==> src/rtl/axil_regbank_pkg.sv <==
// Shared response codes and channel state encodings for the AXI4-Lite register bank.
package axil_regbank_pkg;

  localparam logic [1:0] RESP_OKAY   = 2'b00;
  localparam logic [1:0] RESP_SLVERR = 2'b10;

  typedef enum logic {
    W_IDLE = 1'b0,
    W_RESP = 1'b1
  } w_state_t;

  typedef enum logic {
    R_IDLE = 1'b0,
    R_DATA = 1'b1
  } r_state_t;

endpackage

==> src/rtl/axil_regbank_wjoin.sv <==
// AW/W one-entry buffers, address/data join and B response handshake.
// state  | meaning
// W_IDLE | accepting AW and W; commit fires once both are present
// W_RESP | BVALID high, waiting for BREADY
module axil_regbank_wjoin
  import axil_regbank_pkg::*;
#(
  parameter int DATA_WIDTH = 32,
  parameter int ADDR_WIDTH = 32
) (
  input  logic                    clk,
  input  logic                    rst,
  input  logic [ADDR_WIDTH-1:0]   awaddr,
  input  logic                    awvalid,
  output logic                    awready,
  input  logic [DATA_WIDTH-1:0]   wdata,
  input  logic [DATA_WIDTH/8-1:0] wstrb,
  input  logic                    wvalid,
  output logic                    wready,
  output logic [1:0]              bresp,
  output logic                    bvalid,
  input  logic                    bready,
  input  logic                    c_err,
  output logic                    commit,
  output logic [ADDR_WIDTH-1:0]   c_addr,
  output logic [DATA_WIDTH-1:0]   c_data,
  output logic [DATA_WIDTH/8-1:0] c_strb
);

  w_state_t                w_state, w_state_nxt;
  logic                    aw_full, w_full;
  logic [ADDR_WIDTH-1:0]   aw_buf;
  logic [DATA_WIDTH-1:0]   w_buf;
  logic [DATA_WIDTH/8-1:0] s_buf;
  logic                    aw_hs, w_hs;

  assign awready = !rst && (w_state == W_IDLE) && !aw_full;
  assign wready  = !rst && (w_state == W_IDLE) && !w_full;
  assign aw_hs   = awvalid && awready;
  assign w_hs    = wvalid && wready;
  assign bvalid  = (w_state == W_RESP);

  // A beat arriving on the commit edge bypasses its buffer, so the
  // commit lands on the edge where the second half of the pair is accepted.
  assign commit = !rst && (w_state == W_IDLE) && (aw_full || aw_hs) && (w_full || w_hs);
  assign c_addr = aw_full ? aw_buf : awaddr;
  assign c_data = w_full ? w_buf : wdata;
  assign c_strb = w_full ? s_buf : wstrb;

  always_comb begin
    w_state_nxt = w_state;
    case (w_state)
      W_IDLE:  if (commit) w_state_nxt = W_RESP;
      W_RESP:  if (bready) w_state_nxt = W_IDLE;
      default: w_state_nxt = W_IDLE;
    endcase
  end

  always_ff @(posedge clk) begin
    if (rst) begin
      w_state <= W_IDLE;
      aw_full <= 1'b0;
      w_full  <= 1'b0;
      aw_buf  <= '0;
      w_buf   <= '0;
      s_buf   <= '0;
      bresp   <= RESP_OKAY;
    end else begin
      w_state <= w_state_nxt;
      if (commit) begin
        aw_full <= 1'b0;
        w_full  <= 1'b0;
        bresp   <= c_err ? RESP_SLVERR : RESP_OKAY;
      end else begin
        if (aw_hs) begin
          aw_full <= 1'b1;
          aw_buf  <= awaddr;
        end
        if (w_hs) begin
          w_full <= 1'b1;
          w_buf  <= wdata;
          s_buf  <= wstrb;
        end
      end
    end
  end

endmodule

==> src/rtl/axil_regbank.sv <==
// AXI4-Lite register bank: address decode, byte-lane storage and read channel.
// state  | meaning
// R_IDLE | ARREADY high, waiting for a read address
// R_DATA | RVALID high with captured data, waiting for RREADY
module axil_regbank
  import axil_regbank_pkg::*;
#(
  parameter int                             DATA_WIDTH = 32,
  parameter int                             ADDR_WIDTH = 32,
  parameter int                             NUM_REGS   = 8,
  parameter logic [NUM_REGS-1:0]            RO_MASK    = '0,
  parameter logic [NUM_REGS*DATA_WIDTH-1:0] RESET_VAL  = '0
) (
  input  logic                           clk,
  input  logic                           rst,
  input  logic [ADDR_WIDTH-1:0]          awaddr,
  input  logic [2:0]                     awprot,
  input  logic                           awvalid,
  output logic                           awready,
  input  logic [DATA_WIDTH-1:0]          wdata,
  input  logic [DATA_WIDTH/8-1:0]        wstrb,
  input  logic                           wvalid,
  output logic                           wready,
  output logic [1:0]                     bresp,
  output logic                           bvalid,
  input  logic                           bready,
  input  logic [ADDR_WIDTH-1:0]          araddr,
  input  logic [2:0]                     arprot,
  input  logic                           arvalid,
  output logic                           arready,
  output logic [DATA_WIDTH-1:0]          rdata,
  output logic [1:0]                     rresp,
  output logic                           rvalid,
  input  logic                           rready,
  input  logic [NUM_REGS*DATA_WIDTH-1:0] hw_in,
  output logic [NUM_REGS*DATA_WIDTH-1:0] reg_q,
  output logic [NUM_REGS-1:0]            wr_pulse
);

  localparam int STRB_W   = DATA_WIDTH / 8;
  localparam int OFF_BITS = $clog2(STRB_W);
  localparam int IDX_W    = (NUM_REGS > 1) ? $clog2(NUM_REGS) : 1;

  function automatic logic addr_err(input logic [ADDR_WIDTH-1:0] a);
    logic [ADDR_WIDTH-1:0] word;
    word = a >> OFF_BITS;
    return (word >= ADDR_WIDTH'(NUM_REGS)) || (a[OFF_BITS-1:0] != '0);
  endfunction

  function automatic logic [IDX_W-1:0] addr_idx(input logic [ADDR_WIDTH-1:0] a);
    return IDX_W'(a >> OFF_BITS);
  endfunction

  logic [NUM_REGS-1:0][DATA_WIDTH-1:0] regs;
  logic [NUM_REGS-1:0][DATA_WIDTH-1:0] hw_arr;
  logic                                unused_prot;

  assign reg_q       = regs;
  assign hw_arr      = hw_in;
  assign unused_prot = ^{awprot, arprot};

  logic                  commit, w_err;
  logic [ADDR_WIDTH-1:0] c_addr;
  logic [DATA_WIDTH-1:0] c_data;
  logic [STRB_W-1:0]     c_strb;
  logic [IDX_W-1:0]      w_idx;

  assign w_idx = addr_idx(c_addr);
  assign w_err = addr_err(c_addr) || RO_MASK[w_idx];

  axil_regbank_wjoin #(
    .DATA_WIDTH (DATA_WIDTH),
    .ADDR_WIDTH (ADDR_WIDTH)
  ) u_wjoin (
    .clk     (clk),
    .rst     (rst),
    .awaddr  (awaddr),
    .awvalid (awvalid),
    .awready (awready),
    .wdata   (wdata),
    .wstrb   (wstrb),
    .wvalid  (wvalid),
    .wready  (wready),
    .bresp   (bresp),
    .bvalid  (bvalid),
    .bready  (bready),
    .c_err   (w_err),
    .commit  (commit),
    .c_addr  (c_addr),
    .c_data  (c_data),
    .c_strb  (c_strb)
  );

  always_ff @(posedge clk) begin
    if (rst) begin
      regs     <= RESET_VAL;
      wr_pulse <= '0;
    end else begin
      wr_pulse <= '0;
      if (commit && !w_err) begin
        for (int b = 0; b < STRB_W; b++) begin
          if (c_strb[b]) regs[w_idx][b*8 +: 8] <= c_data[b*8 +: 8];
        end
        wr_pulse[w_idx] <= 1'b1;
      end
    end
  end

  r_state_t         r_state, r_state_nxt;
  logic             ar_hs, r_err;
  logic [IDX_W-1:0] r_idx;

  assign arready = !rst && (r_state == R_IDLE);
  assign ar_hs   = arvalid && arready;
  assign rvalid  = (r_state == R_DATA);
  assign r_idx   = addr_idx(araddr);
  assign r_err   = addr_err(araddr);

  always_comb begin
    r_state_nxt = r_state;
    case (r_state)
      R_IDLE:  if (ar_hs) r_state_nxt = R_DATA;
      R_DATA:  if (rready) r_state_nxt = R_IDLE;
      default: r_state_nxt = R_IDLE;
    endcase
  end

  // Reading regs (not the commit data) here returns the pre-write value
  // when a write to the same register commits on the same edge.
  always_ff @(posedge clk) begin
    if (rst) begin
      r_state <= R_IDLE;
      rdata   <= '0;
      rresp   <= RESP_OKAY;
    end else begin
      r_state <= r_state_nxt;
      if (ar_hs) begin
        if (r_err) begin
          rdata <= '0;
          rresp <= RESP_SLVERR;
        end else begin
          rdata <= RO_MASK[r_idx] ? hw_arr[r_idx] : regs[r_idx];
          rresp <= RESP_OKAY;
        end
      end
    end
  end

endmodule

==> config.mk <==
export PLATFORM = sky130hd
export DESIGN_NAME = axil_regbank
export DESIGN_NICKNAME = d
export VERILOG_FILES = /design/src/rtl/axil_regbank_pkg.sv /design/src/rtl/axil_regbank_wjoin.sv /design/src/rtl/axil_regbank.sv
export SDC_FILE = /design/constraint.sdc
export NUM_CORES = 1
export LEC_CHECK = 0
export BUFFER_PORTS_ARGS = -buffer_cell sky130_fd_sc_hd__clkbuf_2
export CAP_MARGIN = 20
export CORE_AREA = 4 4 261 263
export DETAILED_ROUTE_END_ITERATION = 10
export DIE_AREA = 0 0 265 267
export PLACE_DENSITY = 0.5
export SLEW_MARGIN = 20
export SYNTH_ARGS = -nofsm -noshare
export SYNTH_HDL_FRONTEND = slang
export SYNTH_HIERARCHICAL = 1
export SYNTH_SLANG_ARGS = --single-unit
==> constraint.sdc <==
create_clock -name clk -period 6.85 [get_ports clk]
set_input_delay 0.3425 -clock clk [delete_from_list [all_inputs] [get_ports clk]]
set_output_delay 0.3425 -clock clk [all_outputs]
set_load 0.005 [all_outputs]
==> impl_metrics.ini <==
[outcome]
status = complete, no violations

[logic_synthesis]
synth_seq_area_share = 0.4353
synth_cell_type_count = 39
async_flop_share = 0
synth-main-ff-cell = dfxtp_1
yosys_warnings = 6
synth_edf_count = 0
ys_seq_elements = 370
yosys-top-cells-area = dfxtp_1, mux2i_1, nand2b_1, mux4_2, mux2_2
netlist_area_um2 = 17020
avgSynthCellArea_um2 = 10.57
syn-instance-count = 1610
synth.net_count = 1979
synth_top_area_frac = 0.4353
synth_top_area_cell = dfxtp_1

[critical_path]
worstPathArrival_ns = 4.54
worstSetupStartpointType = register
worst_r2r_path_depth = 6
crit_fanout = 41
crit_required_ns = 7.32
end_kind = register
critical_path_class = register to register

[sta]
fmax_mhz = 245.6
hold_viol = 0
fin_skew_ns = 0.02535
final_max_slew_viol_count = 0
slew_headroom = 0.2617
rsz0062_at_grt = false
min_period_ns = 4.072
timing.setup.tns_ns = 0
setup_viol = 0
tightest_slew_ns = 1.099
fin_crit_sh = 0.5945

[cts]
clock_path_buffers = 3
clk_latency_ns = 0.56
htree_levels = 2
path_clk_slew_ns = 0.06
cts_sinks = 370
cts_tree = done
root_buffer = clkbuf_16
cts-buffers-inserted = 44

[power]
p_switching_uw = 1236
vdd_drop_max_uv = 179.7
powerDensity_nw_per_um2 = 233.9
comb_power_share = 0.079
p_seq_frac = 0.439
power.leakage_uw = 0.009698
switching_share = 0.2480
p_int_uw = 3747
clkPwrFrac = 0.482

[grt]
grt_pass1_vias = 13570
grt_remaining_overflow = 0
grt_pass1_wl_um = 93200
grt_max_degree = 234
grt_usage = 0.1734
antenna_found_initial = 29

[place]
dp_hpwl_um = 46330
port-buffer-count = 409
dp.cells = 2749
placed_area_um2 = 19710
gp_congestion = 0.8019

[die]
die-height_um = 267
dieWidth_um = 265
io_pins = 674
rows = 94
initial_core_util = 0.2593
core_area_um2 = 65630
die_area_um2 = 70760

[cells_and_area]
num-nets-final = 2306
final_cell_mix = clkbuf_2, dfxtp_1, nand2b_1
area_growth_pct = 25.19
instances_no_fill = 2848
final_cell_area_um2 = 21300
final_common_cell = clkbuf_2
drive_gt1_frac = 0.3320

[route]
drc = 0
post_drt_via_cell_ratio = 4.769
drtPass1Iterations = 5
wl_per_cell_um = 22.49
vias = 13580
routed_wl_um = 64040
ant_nets = 0
detail_route.iter0.violations = 811

[hold_path]
holdPathStages = 3
hp-class = input port to register

[run]
drv_cap = 0
## power groups by stage
| stage | clock network, uW | registers (uW) | logic, uW |
|---|---|---|---|
| CTS | 2480 | 2190 | 399 |
| global route | 2560 | 2190 | 425 |
| detailed placement | 0 | 2240 | 395 |
| floorplan | 0 | 2220 | 267 |
| finish | 2400 | 2190 | 393 |
| global placement | 0 | 2240 | 388 |
## stage by stage
| step | total power, uW | setup WS (ns) | utilization | hold WS, ns |
|---|---|---|---|---|
| floorplan | 2489 | 3.587 | - | 0.4426 |
| CTS | 5068 | 2.689 | 0.3242 | 0.001791 |
| global route | 5180 | 2.424 | 0.3245 | 0.02766 |
| detailed placement | 2632 | 2.690 | 0.3003 | 0.4449 |
| global placement | 2624 | 2.752 | 0.2998 | 0.4383 |
| finish | 4983 | 2.778 | 0.3246 | 0.04248 |
## cells by family (layout without fill, tap and decap cells)
family / Yosys count / in the layout / share of synthesized area
simple gates: 492 / 492 / 0.1758
other cells: 2 / 13 / 0.0004414
buf+inv: 153 / 516 / 0.03743
mux: 421 / 421 / 0.2998
compound gates: 172 / 172 / 0.05118
flops: 370 / 370 / 0.4353
## registers in the layout, summed over array words and instances (netlist names)
register         count
u_wjoin/s_buf        4
u_wjoin/bresp        1
rvalid               1
rdata               32
u_wjoin/w_buf       32
wr_pulse             8
u_wjoin/aw_full      1
rresp                1
u_wjoin/bvalid       1
u_wjoin/w_full       1
u_wjoin/aw_buf      32
reg_q              256
## path summary, 6_finish.rpt
kind | start | to | slack, ns
worst max-delay path | u_wjoin/w_full | reg_q[106] | 2.78
worst min-delay path | wdata[9] | u_wjoin/w_buf[9] | 0.04
worst max register to register | u_wjoin/w_full | reg_q[106] | 2.78
worst min register to register | rdata[8] | rdata[8] | 0.45
## critical path, stage by stage (launching register included)
cell and delay [ns]:
dfxtp_2 1.00, nor2_1 0.13, nor4_2 0.60, or4bb_1 0.60, nor4_4 0.52, nand3_1 0.76
mux2i_1 0.36
## layout make-up
cell class                 instances  area (um^2)
antenna                           11        27.53
clock buffer                      60         1314
clock inverter                    22        195.2
fill                            6743        44330
inverter                           3        11.26
multi-input combinational       1087         8991
sequential                       370         7408
tap                              864         1081
timing repair buffer             431         2273
## what timing repair did
action,in CTS,in global routing
endpoints found under the hold margin,6,0
hold buffers,6,0
resized for setup,0,0
buffers inserted,0,0
## cells in the mapped netlist, types with 4 or more instances
cell      instances
o21ai_1          20
buf_6             5
nand3_1          98
nor2b_1           6
and3_1            4
nor4_4            5
nand2_1          32
nand2b_1        290
nor3_1            8
buf_1            43
mux2_2           69
buf_2            11
a21oi_1          70
or4bb_1           4
nor2_1           12
o21ai_0          79
dfxtp_1         370
clkbuf_1         88
mux4_2           64
nor4_1           10
mux2i_1         288
## per-layer routing
layer,track usage,share of wire,vias up
met5,0,0.0038,-
met4,0.03641,0.017,36
met3,0.06674,0.088,111
met2,0.2637,0.44,452
met1,0.2353,0.45,6613
li1,-,-,6371
(Power assumes the default switching activity.)
